<file path="src/rtl/fetch_queue_if.sv">
// Handshake bundle between fetch, the prefetch queue and the issue register.
// Valid/ready: a transfer happens on a rising edge where valid and ready are
// both high and flush is low; ready never depends on valid, and the queue's
// ready/valid outputs come straight from registers.
interface fetch_queue_if #(
   parameter int DEPTH = 4,
   parameter int AW    = 32
);
   localparam int CW = $clog2(DEPTH) + 1;

   logic          push_valid_fq_i;
   logic [AW-1:0] push_pc_fq_i;
   logic [AW-1:0] push_instr_fq_i;
   logic          push_ready_fq_o;
   logic          pop_valid_fq_o;
   logic [AW-1:0] pop_pc_fq_o;
   logic [AW-1:0] pop_instr_fq_o;
   logic          pop_ready_fq_i;
   logic          flush_fq_i;
   logic [CW-1:0] count_fq_o;

   // Queue side
   modport slave (
      input  push_valid_fq_i, push_pc_fq_i, push_instr_fq_i,
      input  pop_ready_fq_i, flush_fq_i,
      output push_ready_fq_o, pop_valid_fq_o, pop_pc_fq_o, pop_instr_fq_o,
      output count_fq_o
   );

   // Fetch / issue side
   modport master (
      output push_valid_fq_i, push_pc_fq_i, push_instr_fq_i,
      output pop_ready_fq_i, flush_fq_i,
      input  push_ready_fq_o, pop_valid_fq_o, pop_pc_fq_o, pop_instr_fq_o,
      input  count_fq_o
   );
endinterface

</file>
<file path="src/rtl/fetch_queue.sv">
// Instruction prefetch queue: DEPTH-entry circular buffer of {PC+4, instr}
// with first-word fall-through head, registered ready/valid/count, and a
// flush that empties the queue at the edge that samples it.
module fetch_queue #(
   parameter int DEPTH = 4,
   parameter int AW    = 32
) (
   input  logic          clk,
   input  logic          reset,
   fetch_queue_if.slave  fq
);
   localparam int PW = $clog2(DEPTH);
   localparam int CW = PW + 1;
   localparam logic [PW-1:0] PTR_ONE  = PW'(1);
   localparam logic [CW-1:0] CNT_ONE  = CW'(1);
   localparam logic [CW-1:0] CNT_FULL = CW'(DEPTH);

   logic [AW-1:0] r_pc_mem    [DEPTH];
   logic [AW-1:0] r_instr_mem [DEPTH];
   logic [PW-1:0] r_wr_ptr;
   logic [PW-1:0] r_rd_ptr;
   logic [CW-1:0] r_count;

   logic w_push_ready;
   logic w_pop_valid;
   logic w_push;
   logic w_pop;

   // Ready/valid come only from the count register; a full queue refuses a
   // push even when it is popping in the same cycle.
   assign w_push_ready = (r_count < CNT_FULL);
   assign w_pop_valid  = (r_count != '0);
   assign w_push = fq.push_valid_fq_i & w_push_ready & ~fq.flush_fq_i;
   assign w_pop  = w_pop_valid & fq.pop_ready_fq_i & ~fq.flush_fq_i;

   assign fq.push_ready_fq_o = w_push_ready;
   assign fq.pop_valid_fq_o  = w_pop_valid;
   assign fq.count_fq_o      = r_count;
   // Head is always driven from storage; consumers qualify with pop_valid.
   assign fq.pop_pc_fq_o     = r_pc_mem[r_rd_ptr];
   assign fq.pop_instr_fq_o  = r_instr_mem[r_rd_ptr];

   // Pointer, count and storage update; reset beats flush beats handshakes.
   always_ff @(posedge clk) begin
      if (reset) begin
         r_wr_ptr <= '0;
         r_rd_ptr <= '0;
         r_count  <= '0;
         for (int i = 0; i < DEPTH; i++) begin
            r_pc_mem[i]    <= '0;
            r_instr_mem[i] <= '0;
         end
      end else if (fq.flush_fq_i) begin
         // Storage is left as is; only the bookkeeping is cleared.
         r_wr_ptr <= '0;
         r_rd_ptr <= '0;
         r_count  <= '0;
      end else begin
         if (w_push) begin
            r_pc_mem[r_wr_ptr]    <= fq.push_pc_fq_i;
            r_instr_mem[r_wr_ptr] <= fq.push_instr_fq_i;
            r_wr_ptr              <= r_wr_ptr + PTR_ONE;
         end
         if (w_pop) begin
            r_rd_ptr <= r_rd_ptr + PTR_ONE;
         end
         case ({w_push, w_pop})
            2'b10:   r_count <= r_count + CNT_ONE;
            2'b01:   r_count <= r_count - CNT_ONE;
            default: r_count <= r_count;
         endcase
      end
   end
endmodule

</file>
<file path="src/flat_wrapper.sv">
// flat-port wrapper written by rule: the top's interface ports become plain ports
module fetch_queue_flat 
#(
   parameter int DEPTH = 4,
   parameter int AW    = 32
)
  (clk, reset, fq_push_valid_fq_i, fq_push_pc_fq_i, fq_push_instr_fq_i, fq_pop_ready_fq_i, fq_flush_fq_i, fq_push_ready_fq_o, fq_pop_valid_fq_o, fq_pop_pc_fq_o, fq_pop_instr_fq_o, fq_count_fq_o);
  fetch_queue_if #(.DEPTH(DEPTH), .AW(AW)) fq_i ();
  input  logic clk;
  input  logic reset;
  input wire logic [$bits(fq_i.push_valid_fq_i)-1:0] fq_push_valid_fq_i;
  input wire logic [$bits(fq_i.push_pc_fq_i)-1:0] fq_push_pc_fq_i;
  input wire logic [$bits(fq_i.push_instr_fq_i)-1:0] fq_push_instr_fq_i;
  input wire logic [$bits(fq_i.pop_ready_fq_i)-1:0] fq_pop_ready_fq_i;
  input wire logic [$bits(fq_i.flush_fq_i)-1:0] fq_flush_fq_i;
  output wire logic [$bits(fq_i.push_ready_fq_o)-1:0] fq_push_ready_fq_o;
  output wire logic [$bits(fq_i.pop_valid_fq_o)-1:0] fq_pop_valid_fq_o;
  output wire logic [$bits(fq_i.pop_pc_fq_o)-1:0] fq_pop_pc_fq_o;
  output wire logic [$bits(fq_i.pop_instr_fq_o)-1:0] fq_pop_instr_fq_o;
  output wire logic [$bits(fq_i.count_fq_o)-1:0] fq_count_fq_o;
  assign fq_i.push_valid_fq_i = fq_push_valid_fq_i;
  assign fq_i.push_pc_fq_i = fq_push_pc_fq_i;
  assign fq_i.push_instr_fq_i = fq_push_instr_fq_i;
  assign fq_i.pop_ready_fq_i = fq_pop_ready_fq_i;
  assign fq_i.flush_fq_i = fq_flush_fq_i;
  assign fq_push_ready_fq_o = fq_i.push_ready_fq_o;
  assign fq_pop_valid_fq_o = fq_i.pop_valid_fq_o;
  assign fq_pop_pc_fq_o = fq_i.pop_pc_fq_o;
  assign fq_pop_instr_fq_o = fq_i.pop_instr_fq_o;
  assign fq_count_fq_o = fq_i.count_fq_o;
  fetch_queue #(.DEPTH(DEPTH), .AW(AW)) u_core (.clk(clk), .reset(reset), .fq(fq_i));
endmodule
</file>
<file path="config.mk">
export PLATFORM = sky130hd
export DESIGN_NAME = fetch_queue_flat
export DESIGN_NICKNAME = d
export VERILOG_FILES = /design/src/rtl/fetch_queue_if.sv /design/src/rtl/fetch_queue.sv /design/src/flat_wrapper.sv
export SDC_FILE = /design/constraint.sdc
export NUM_CORES = 1
export LEC_CHECK = 0
export BUFFER_PORTS_ARGS = -buffer_cell sky130_fd_sc_hd__buf_2
export CAP_MARGIN = 20
export CELL_PAD_IN_SITES_DETAIL_PLACEMENT = 0
export CELL_PAD_IN_SITES_GLOBAL_PLACEMENT = 1
export CORE_MARGIN = 5
export CORE_UTILIZATION = 53
export CTS_CLUSTER_SIZE = 10
export DETAILED_ROUTE_END_ITERATION = 8
export GPL_TIMING_DRIVEN = 0
export PLACE_DENSITY = 0.91
export SETUP_SLACK_MARGIN = 0.1
export SLEW_MARGIN = 20
export SYNTH_ARGS = -nofsm -noshare
export SYNTH_HDL_FRONTEND = slang
export SYNTH_SLANG_ARGS = --single-unit
</file>
<file path="constraint.sdc">
create_clock -name clk -period 4.8 [get_ports clk]
set_input_delay 0.96 -clock clk [delete_from_list [all_inputs] [get_ports clk]]
set_output_delay 0.96 -clock clk [all_outputs]
set_load 0.05 [all_outputs]
</file>
==> metrics.yaml, run 1 <==
hold_viol_final: 0
grt_overflow: 0
ant_nets: 0
viasPerCell: 5.37
synth_nets: 741
p_int_uw: 3990
hold-path-cell-count: 2
slew_headroom: 0.437
yosysTopAreaCell: "edfxtp_1"
cts_made_buffers: 30
p_sw_uw: 1170
fin_nets: 914
min_path_type: "flop to flop"
tightestPinTransition_ns: 0.845
wl_per_cell_um: 21.1
crit_path_start_kind: "flop"
grt_pass1_wl_um: 37500
ys_ff_latch: 265
drt_iter0_drc: 398
vias: 6148
drive_gt1_frac: 0.310
crit_fanout: 10
finalClockSkew_ns: 0.00605
ys_seq_area_frac: 0.690
cts_max_level: 1
die_w_um: 157
grt_pass1_vias: 6647
post_cts_resize_count: 0
syn-cell-area_sq_um: 11400
required_ns: 3.84
layout_min_cycle_time_ns: 3.76
cts_buffer_depth: 3
ir_drop_uv: 221
rr_startpoint: "u_core.fq.count_fq_o[2]"
boundaryPins: 138
drc: 0
p_seq_frac: 0.518
synth_area_leaders: "edfxtp_1, and2_1, mux4_2"
endpoint_kind: "primary output"
yosysWarnings: 0
synth_cells: 670
pwr-share-clk: 0.398
finalPower_uw: 5160
path_class: "flop to primary output"
final-setup-viol-count: 0
finalCritPeriodShare: 0.783
finalMaxSlewViolations: 0
gp_congestion: 0.755
rrSetupSlack_ns: 2.40
firstDrtPassIters: 4
r2r_end: "u_core.r_pc_mem[0][27]"
p_leak_uw: 0.00511
start_util: 0.541
wl_um: 24200
hpwl_um: 15300
fmax_mhz: 266
clkLatencyLatePin_ns: 0.53
worstHoldStart: "u_core.r_rd_ptr[0]"
cts_tree: "yes"
coreArea_sq_um: 21100
max_cap_violations: 0
grt_max_degree: 41
cts_hold_buf: 0
worstRegToRegCells: 4
grt_usage: 0.200
final_cell_mix: "and2_1, edfxtp_1, buf_2"
cts_root_buf: "clkbuf_16"
syn_to_final_growth_pct: 17.9
p_per_area_nw_per_um2: 384
status: "completed"
n_fill_cell: 1583
ys_types: 28
rsz0062_at_grt: "false"
chipHeight_um: 157
antenna_found_initial: 2
arrival_ns: 2.80
totalNegativeSetupSlack_ns: 0
clk_pin_slew_ns: 0.05
cts.sinks: 265
swShare: 0.227
combPwrFrac: 0.084
portBuffers: 137
rows: 53
cts_setup_buffers: 0
synth_top_area_share: 0.674
syn_area_per_cell_sq_um: 17.0
fp.dieArea_sq_um: 24600
[power by group through the flow]
stage               Combinational [uW]  Clock [uW]  Sequential (uW)
floorplan                          289           0             2710
global placement                   420           0             2720
detailed placement                 438           0             2720
CTS                                439        2080             2670
global route                       460        2190             2680
finish                             433        2050             2670
[per-stage QoR]
step | area (sq um) | hold WS [ns] | worst slack (ns) | cells | utilization
2_1_floorplan | 11400 | 0.485 | 1.74 | 670 | -
3_3_place_gp | 12400 | 0.509 | 0.599 | 1082 | 0.590
3_5_place_dp | 12600 | 0.504 | 1.59 | 1086 | 0.596
4_1_cts | 13400 | 0.535 | 0.983 | 1142 | 0.638
5_1_grt | 13500 | 0.562 | 0.934 | 1144 | 0.638
6_report | 13500 | 0.530 | 1.04 | 1144 | 0.638
[sequential cells by signal (all words and copies together), names as in the netlist, named ones only]
register / count
u_core.r_wr_ptr: 2
u_core.fq.count_fq_o: 3
u_core.r_pc_mem: 128
u_core.r_instr_mem: 128
u_core.r_rd_ptr: 2
[how the worst max path moves through the flow]
stage,from,end,cells past startpoint
floorplan,fq_flush_fq_i,u_core.r_instr_mem[1][0],2
global placement,fq_flush_fq_i,u_core.r_instr_mem[3][4],3
detailed placement,flop,fq_pop_instr_fq_o[18],4
CTS,flop,fq_pop_instr_fq_o[18],4
global route,flop,fq_pop_instr_fq_o[25],4
finish,flop,fq_pop_instr_fq_o[18],4
[cell families (layout without fill, tap and decap cells)]
family | after synthesis | count (layout) | share of synthesized area
fa+ha+maj | 2 | 2 | 0.00285
buf+inv | 49 | 246 | 0.0184
compound gates | 9 | 9 | 0.00559
flops | 265 | 265 | 0.690
other cells | 0 | 2 | 0
xor+xnor | 6 | 6 | 0.00461
simple gates | 275 | 275 | 0.153
mux | 64 | 64 | 0.126
[metal layers]
metal  share of wire  GRT usage  vias up
met4           0.017     0.0475        0
met5               0          0        -
met3           0.063     0.0382       33
met2            0.52      0.339      183
met1            0.40      0.273     3102
li1                -          -     2830
[synthesized netlist by cell type]
master / n
xnor2_1: 2
nor4b_2: 1
or2_2: 1
ha_1: 1
nand3_1: 1
nor2_1: 9
nor3_4: 2
or3_1: 1
clkbuf_1: 21
clkbuf_2: 12
xor2_1: 4
nor3b_1: 1
inv_1: 7
and4bb_2: 1
o21ai_0: 1
and2_1: 256
a31o_2: 2
fa_1: 1
o311ai_0: 1
mux4_2: 64
a21oi_1: 2
and3_1: 1
or4b_4: 1
buf_2: 9
o31ai_1: 1
edfxtp_1: 256
a21o_1: 2
dfxtp_1: 9
[critical path, cell delays in order, from the launching register on]
cell	delay (ns)
dfxtp_1	0.32
clkbuf_1	0.59
clkbuf_1	0.70
mux4_2	0.42
buf_2	0.23
[final cells by class]
cell class / instances / area, sq um / share of cell area
inverter: 7 / 26.3 / 0.00195
sequential: 265 / 7870 / 0.585
timing repair buffer: 141 / 781 / 0.0580
multi-input combinational: 356 / 3360 / 0.250
buffer: 42 / 184 / 0.0137
antenna: 2 / 5.00 / 0.000372
clock inverter: 1 / 5.00 / 0.000372
clock buffer: 55 / 876 / 0.0651
tap: 275 / 344 / 0.0256
Power figures use the tool's default switching activity.
==> inputs of run 2 (changes only) <==
--- a/config.mk
+++ b/config.mk
@@ -10,11 +10,11 @@
 export CELL_PAD_IN_SITES_DETAIL_PLACEMENT = 0
 export CELL_PAD_IN_SITES_GLOBAL_PLACEMENT = 1
 export CORE_MARGIN = 5
-export CORE_UTILIZATION = 53
+export CORE_UTILIZATION = 49
 export CTS_CLUSTER_SIZE = 10
 export DETAILED_ROUTE_END_ITERATION = 8
 export GPL_TIMING_DRIVEN = 0
-export PLACE_DENSITY = 0.91
+export PLACE_DENSITY = 0.85
 export SETUP_SLACK_MARGIN = 0.1
 export SLEW_MARGIN = 20
 export SYNTH_ARGS = -nofsm -noshare
==> constraint.sdc (replaced) <==
create_clock -name clk -period 3.5 [get_ports clk]
set_input_delay 0.7 -clock clk [delete_from_list [all_inputs] [get_ports clk]]
set_output_delay 0.7 -clock clk [all_outputs]
set_load 0.05 [all_outputs]
==> run 2 against run 1 <==
Net effect: final cell count increased by 3.1%; sequential power rose by 37%; clock skew up 0.013 ns; largest cell class unchanged; highest routed layer is now met5.
==> metrics.yaml, run 2 (same netlist as run 1, synthesis figures left out) <==
status: "completed"
cp_num_buf_inv: 3  # unchanged
layout_min_cycle_time_ns: 3.17
cts.sinks: 265  # unchanged
ant_nets: 0  # unchanged
final-seq-area_sq_um: 7870  # unchanged
n_antenna_cell: 0  # -2
slew_headroom: 0.508  # +0.0718
arrival_ns: 2.47  # -0.33 ns
cts_root_buf: "clkbuf_16"
required_ns: 2.80  # -1.04 ns
wl_per_cell_um: 20.1  # -5.0%
final-setup-viol-count: 0  # unchanged
fp.dieArea_sq_um: 26400  # +7.6%
grt_pass1_vias: 6676  # +0.44%
rows: 55  # +3.8%
drt_iter0_drc: 388  # -2.5%
cts_buffer_depth: 3  # unchanged
fin_cells: 1180  # +3.1%
coreArea_sq_um: 22800  # +8.0%
worstPathCellList: "clkbuf_1, clkbuf_2, mux4_2, buf_2"
placed_cells: 1124  # +3.5%
grt_overflow: 0  # unchanged
final_cell_mix: "and2_1, edfxtp_1, buf_2"
whs_ns: 0.472  # -0.0579 ns
ir_drop_uv: 294  # +33%
cts_tree: "yes"
gp_congestion: 0.708  # -6.1%
min_path_type: "input pin to flop"
endpoint_kind: "primary output"
fin_nets: 914  # unchanged
fmax_mhz: 315
cts_made_buffers: 30  # unchanged
n_fill_cell: 1738  # +9.8%
finalMaxSlewViolations: 0  # unchanged
max_cap_violations: 0  # unchanged
drc: 0  # unchanged
totalNegativeSetupSlack_ns: 0  # unchanged
p_per_area_nw_per_um2: 524  # +37%
cpPeakStageDelay_ns: 0.56  # -0.14 ns
die_w_um: 163  # +3.7%
hpwl_um: 14900  # -2.6%
grt_pass1_wl_um: 37500  # -0.11%
multiInputGateArea_sq_um: 3360  # unchanged
crit_path_start_kind: "flop"
clk_pin_slew_ns: 0.06  # about the same
post_cts_resize_count: 4  # +4
wl_um: 23700  # -2.1%
syn_to_final_growth_pct: 18.2
cts_setup_buffers: 0  # unchanged
p_leak_uw: 0.00512  # +0.23%
firstDrtPassIters: 5  # +1
viasPerCell: 5.11  # -4.9%
grt_max_degree: 36  # -12%
portBuffers: 137  # unchanged
fin_ws_ns: 0.328  # -0.712 ns
dp_slack_ns: 0.583  # -1.00 ns
hold_viol_final: 0  # unchanged
finalCritPeriodShare: 0.906
cts_hold_buf: 0  # unchanged
crit_fanout: 10  # unchanged
drive_gt1_frac: 0.316  # +0.00577
start_util: 0.501  # -0.0401
vias: 6031  # -1.9%
grt_usage: 0.184  # -0.0160
cts_max_level: 1  # unchanged
tightestPinTransition_ns: 0.737  # -0.108 ns
rsz0062_at_grt: "false"
path_class: "flop to primary output"
critPathTopFamily: "buffers and inverters"
clkLatencyLatePin_ns: 0.53  # about the same
chipHeight_um: 163  # +3.7%
antenna_found_initial: 2  # unchanged
cp_slowest_cell: "clkbuf_1"
finalClockSkew_ns: 0.0187  # +0.0126 ns
boundaryPins: 138  # unchanged
run 2: area by class of cell:
cell class | count | share of cell area
tap | 313 | 0.0290
timing repair buffer | 141 | 0.0568
sequential | 265 | 0.583
inverter | 7 | 0.00195
multi-input combinational | 356 | 0.249
clock buffer | 56 | 0.0652
buffer | 42 | 0.0142
run 2: final timing paths:
kind / startpoint / slack, ns / depth (start not counted) / endpoint
hold / removal: fq_push_instr_fq_i[24] / 0.47 / 2 / u_core.r_instr_mem[1][24]
hold reg to reg: u_core.r_rd_ptr[1] / 0.52 / 2 / u_core.r_rd_ptr[1]
setup / recovery: flop / 0.33 / 4 / fq_pop_pc_fq_o[31]
setup reg to reg: u_core.fq.count_fq_o[2] / 1.09 / 4 / u_core.r_pc_mem[0][30]
run 2: stage by stage:
step	power, uW	utilization	area, sq um
after floorplan	4120	-	11400
after global placement	4310	0.548	12500
after detailed placement	4330	0.553	12600
after CTS	7140	0.592	13500
after global routing	7320	0.592	13500
final	7070	0.592	13500
run 2: layer usage:
metal	wire [um]	GRT usage	vias to the layer above
li1	-	-	2836
met1	9710	0.243	3006
met2	12200	0.324	154
met3	1440	0.0344	31
met4	271	0.0351	4
met5	19	0	-
run 2: power by group:
group	internal (uW)	leakage [uW]	switching [uW]	total [uW]
combinational	179	0.00197	411	590
clock	1660	0.000418	1150	2810
sequential	3630	0.00273	35.9	3660
total	5470	0.00512	1600	7070
==> inputs of run 3 (changes only) <==
--- a/config.mk
+++ b/config.mk
@@ -13,7 +13,7 @@
 export CORE_UTILIZATION = 49
 export CTS_CLUSTER_SIZE = 10
 export DETAILED_ROUTE_END_ITERATION = 8
-export GPL_TIMING_DRIVEN = 0
+export HOLD_SLACK_MARGIN = 0.05
 export PLACE_DENSITY = 0.85
 export SETUP_SLACK_MARGIN = 0.1
 export SLEW_MARGIN = 20
==> run 3 against run 2 <==
Net effect: combinational power about the same; fmax increased by 2.6%; total power fell by 0.83%; sequential power hardly changed; clock skew fell by 0.010 ns; die area stayed put; sequential share of layout area rose by 0.43 points; clock-buffer cell count decreased by 14; final area shrank 0.64%.
==> metrics.yaml, run 3 (same netlist as run 1, synthesis figures left out) <==
clk_pin_slew_ns: 0.05  # about the same
cts_max_level: 1  # unchanged
p_per_area_nw_per_um2: 523  # -0.19%
gp_congestion: 0.771  # +8.9%
fin_ws_ns: 0.407  # +0.0793 ns
start_util: 0.501  # unchanged
wl_um: 24900  # +5.3%
fin_cells: 1143  # -3.1%
coreArea_sq_um: 22800  # unchanged
portBuffers: 137  # unchanged
tightestPinTransition_ns: 0.735  # -0.00230 ns
status: "completed"
grt_usage: 0.190  # +0.00596
cts_tree: "yes"
layout_min_cycle_time_ns: 3.09  # -0.0793 ns
hpwl_um: 15200  # +2.0%
dp_slack_ns: 0.893  # +0.310 ns
final-setup-viol-count: 0  # unchanged
cts_made_buffers: 31  # +3.3%
drt_iter0_drc: 425  # +9.5%
grt_overflow: 0  # unchanged
crit_path_start_kind: "flop"
wl_per_cell_um: 21.8  # +8.7%
finalClockSkew_ns: 0.00856  # -0.0101 ns
ir_drop_uv: 457  # +56%
combPwrFrac: 0.085  # about the same
cts_root_buf: "clkbuf_16"
placed_cells: 1096  # -2.5%
ant_nets: 0  # unchanged
arrival_ns: 2.39  # -0.08 ns
cts.sinks: 265  # unchanged
endpoint_kind: "primary output"
finalMaxSlewViolations: 0  # unchanged
grt_pass1_vias: 6749  # +1.1%
max_cap_violations: 0  # unchanged
whs_ns: 0.475  # +0.00316 ns
fin_nets: 887  # -3.0%
cts_setup_buffers: 0  # unchanged
die_w_um: 163  # unchanged
p_leak_uw: 0.00504  # -1.5%
crit_fanout: 27  # +17
fp.dieArea_sq_um: 26400  # unchanged
grt_pass1_wl_um: 38600  # +2.9%
path_class: "flop to primary output"
drive_gt1_frac: 0.320  # +0.00363
fmax_mhz: 323  # +2.6%
viasPerCell: 5.41  # +5.8%
pwr-share-clk: 0.392  # -0.006
p_seq_frac: 0.524  # +0.006
rows: 55  # unchanged
drc: 0  # unchanged
rsz0062_at_grt: "false"
hold_viol_final: 0  # unchanged
boundaryPins: 138  # unchanged
antenna_found_initial: 4  # +2
firstDrtPassIters: 5  # unchanged
p_sw_uw: 1590  # -0.61%
p_int_uw: 5420  # -0.89%
chipHeight_um: 163  # unchanged
post_cts_resize_count: 0  # -4
min_path_type: "input pin to flop"
grt_max_degree: 65  # +81%
slew_headroom: 0.510  # +0.00153
cts_buffer_depth: 3  # unchanged
syn_to_final_growth_pct: 17.4
cts_hold_buf: 0  # unchanged
swShare: 0.226  # +0.000486
final_cell_mix: "and2_1, edfxtp_1, buf_2"
totalNegativeSetupSlack_ns: 0  # unchanged
required_ns: 2.80  # about the same
clkLatencyLatePin_ns: 0.53  # about the same
finalCritPeriodShare: 0.884  # -0.0227
n_fill_cell: 1726  # -0.69%
vias: 6183  # +2.5%
## run 3: stage by stage
step / util / area, sq um / total power (uW)
6_report: 0.588 / 13400 / 7010
5_1_grt: 0.588 / 13400 / 7250
4_1_cts: 0.588 / 13400 / 7080
3_5_place_dp: 0.551 / 12500 / 4340
3_3_place_gp: 0.551 / 12500 / 4320
2_1_floorplan: - / 11400 / 4120
## run 3: worst paths after layout
| check | depth (start not counted) | from | endpoint | slack, ns |
|---|---|---|---|---|
| worst min-delay path | 2 | fq_push_pc_fq_i[3] | u_core.r_pc_mem[2][3] | 0.48 |
| worst min register to register | 2 | u_core.r_rd_ptr[1] | u_core.r_rd_ptr[1] | 0.55 |
| worst max register to register | 8 | u_core.fq.count_fq_o[2] | u_core.fq.count_fq_o[2] | 1.14 |
| worst max-delay path | 3 | flop | fq_pop_instr_fq_o[21] | 0.41 |
## run 3: final cells by class
class / count / area (sq um) / area share
well taps: 313 / 392 / 0.0292
clock inverters: 4 / 20.0 / 0.00149
inverters: 7 / 26.3 / 0.00196
clock buffers: 42 / 827 / 0.0617
repair buffers: 155 / 883 / 0.0659
flip-flops and latches: 265 / 7880 / 0.588
multi-input cells: 356 / 3370 / 0.252
diodes: 1 / 2.50 / 0.000187
## run 3: worst max-delay path, stage by stage (launching register included)
cell     delay (ns)
dfxtp_4        0.71
buf_4          0.36
mux4_2         0.55
buf_2          0.23
## run 3: routing by layer
metal  vias to the layer above  GRT usage  share of wire
li1                       2766          -              -
met2                       175      0.333           0.52
met3                        46     0.0377          0.056
met1                      3190      0.243           0.40
met4                         6     0.0545          0.024
met5                         -          0         0.0019
## run 3: power by group through the flow
stage          combinational (uW)  clock [uW]  sequential, uW
6_report                      593        2740            3670
5_1_grt                       626        2940            3680
4_1_cts                       602        2800            3670
3_5_place_dp                  600           0            3740
3_3_place_gp                  591           0            3730
2_1_floorplan                 397           0            3720
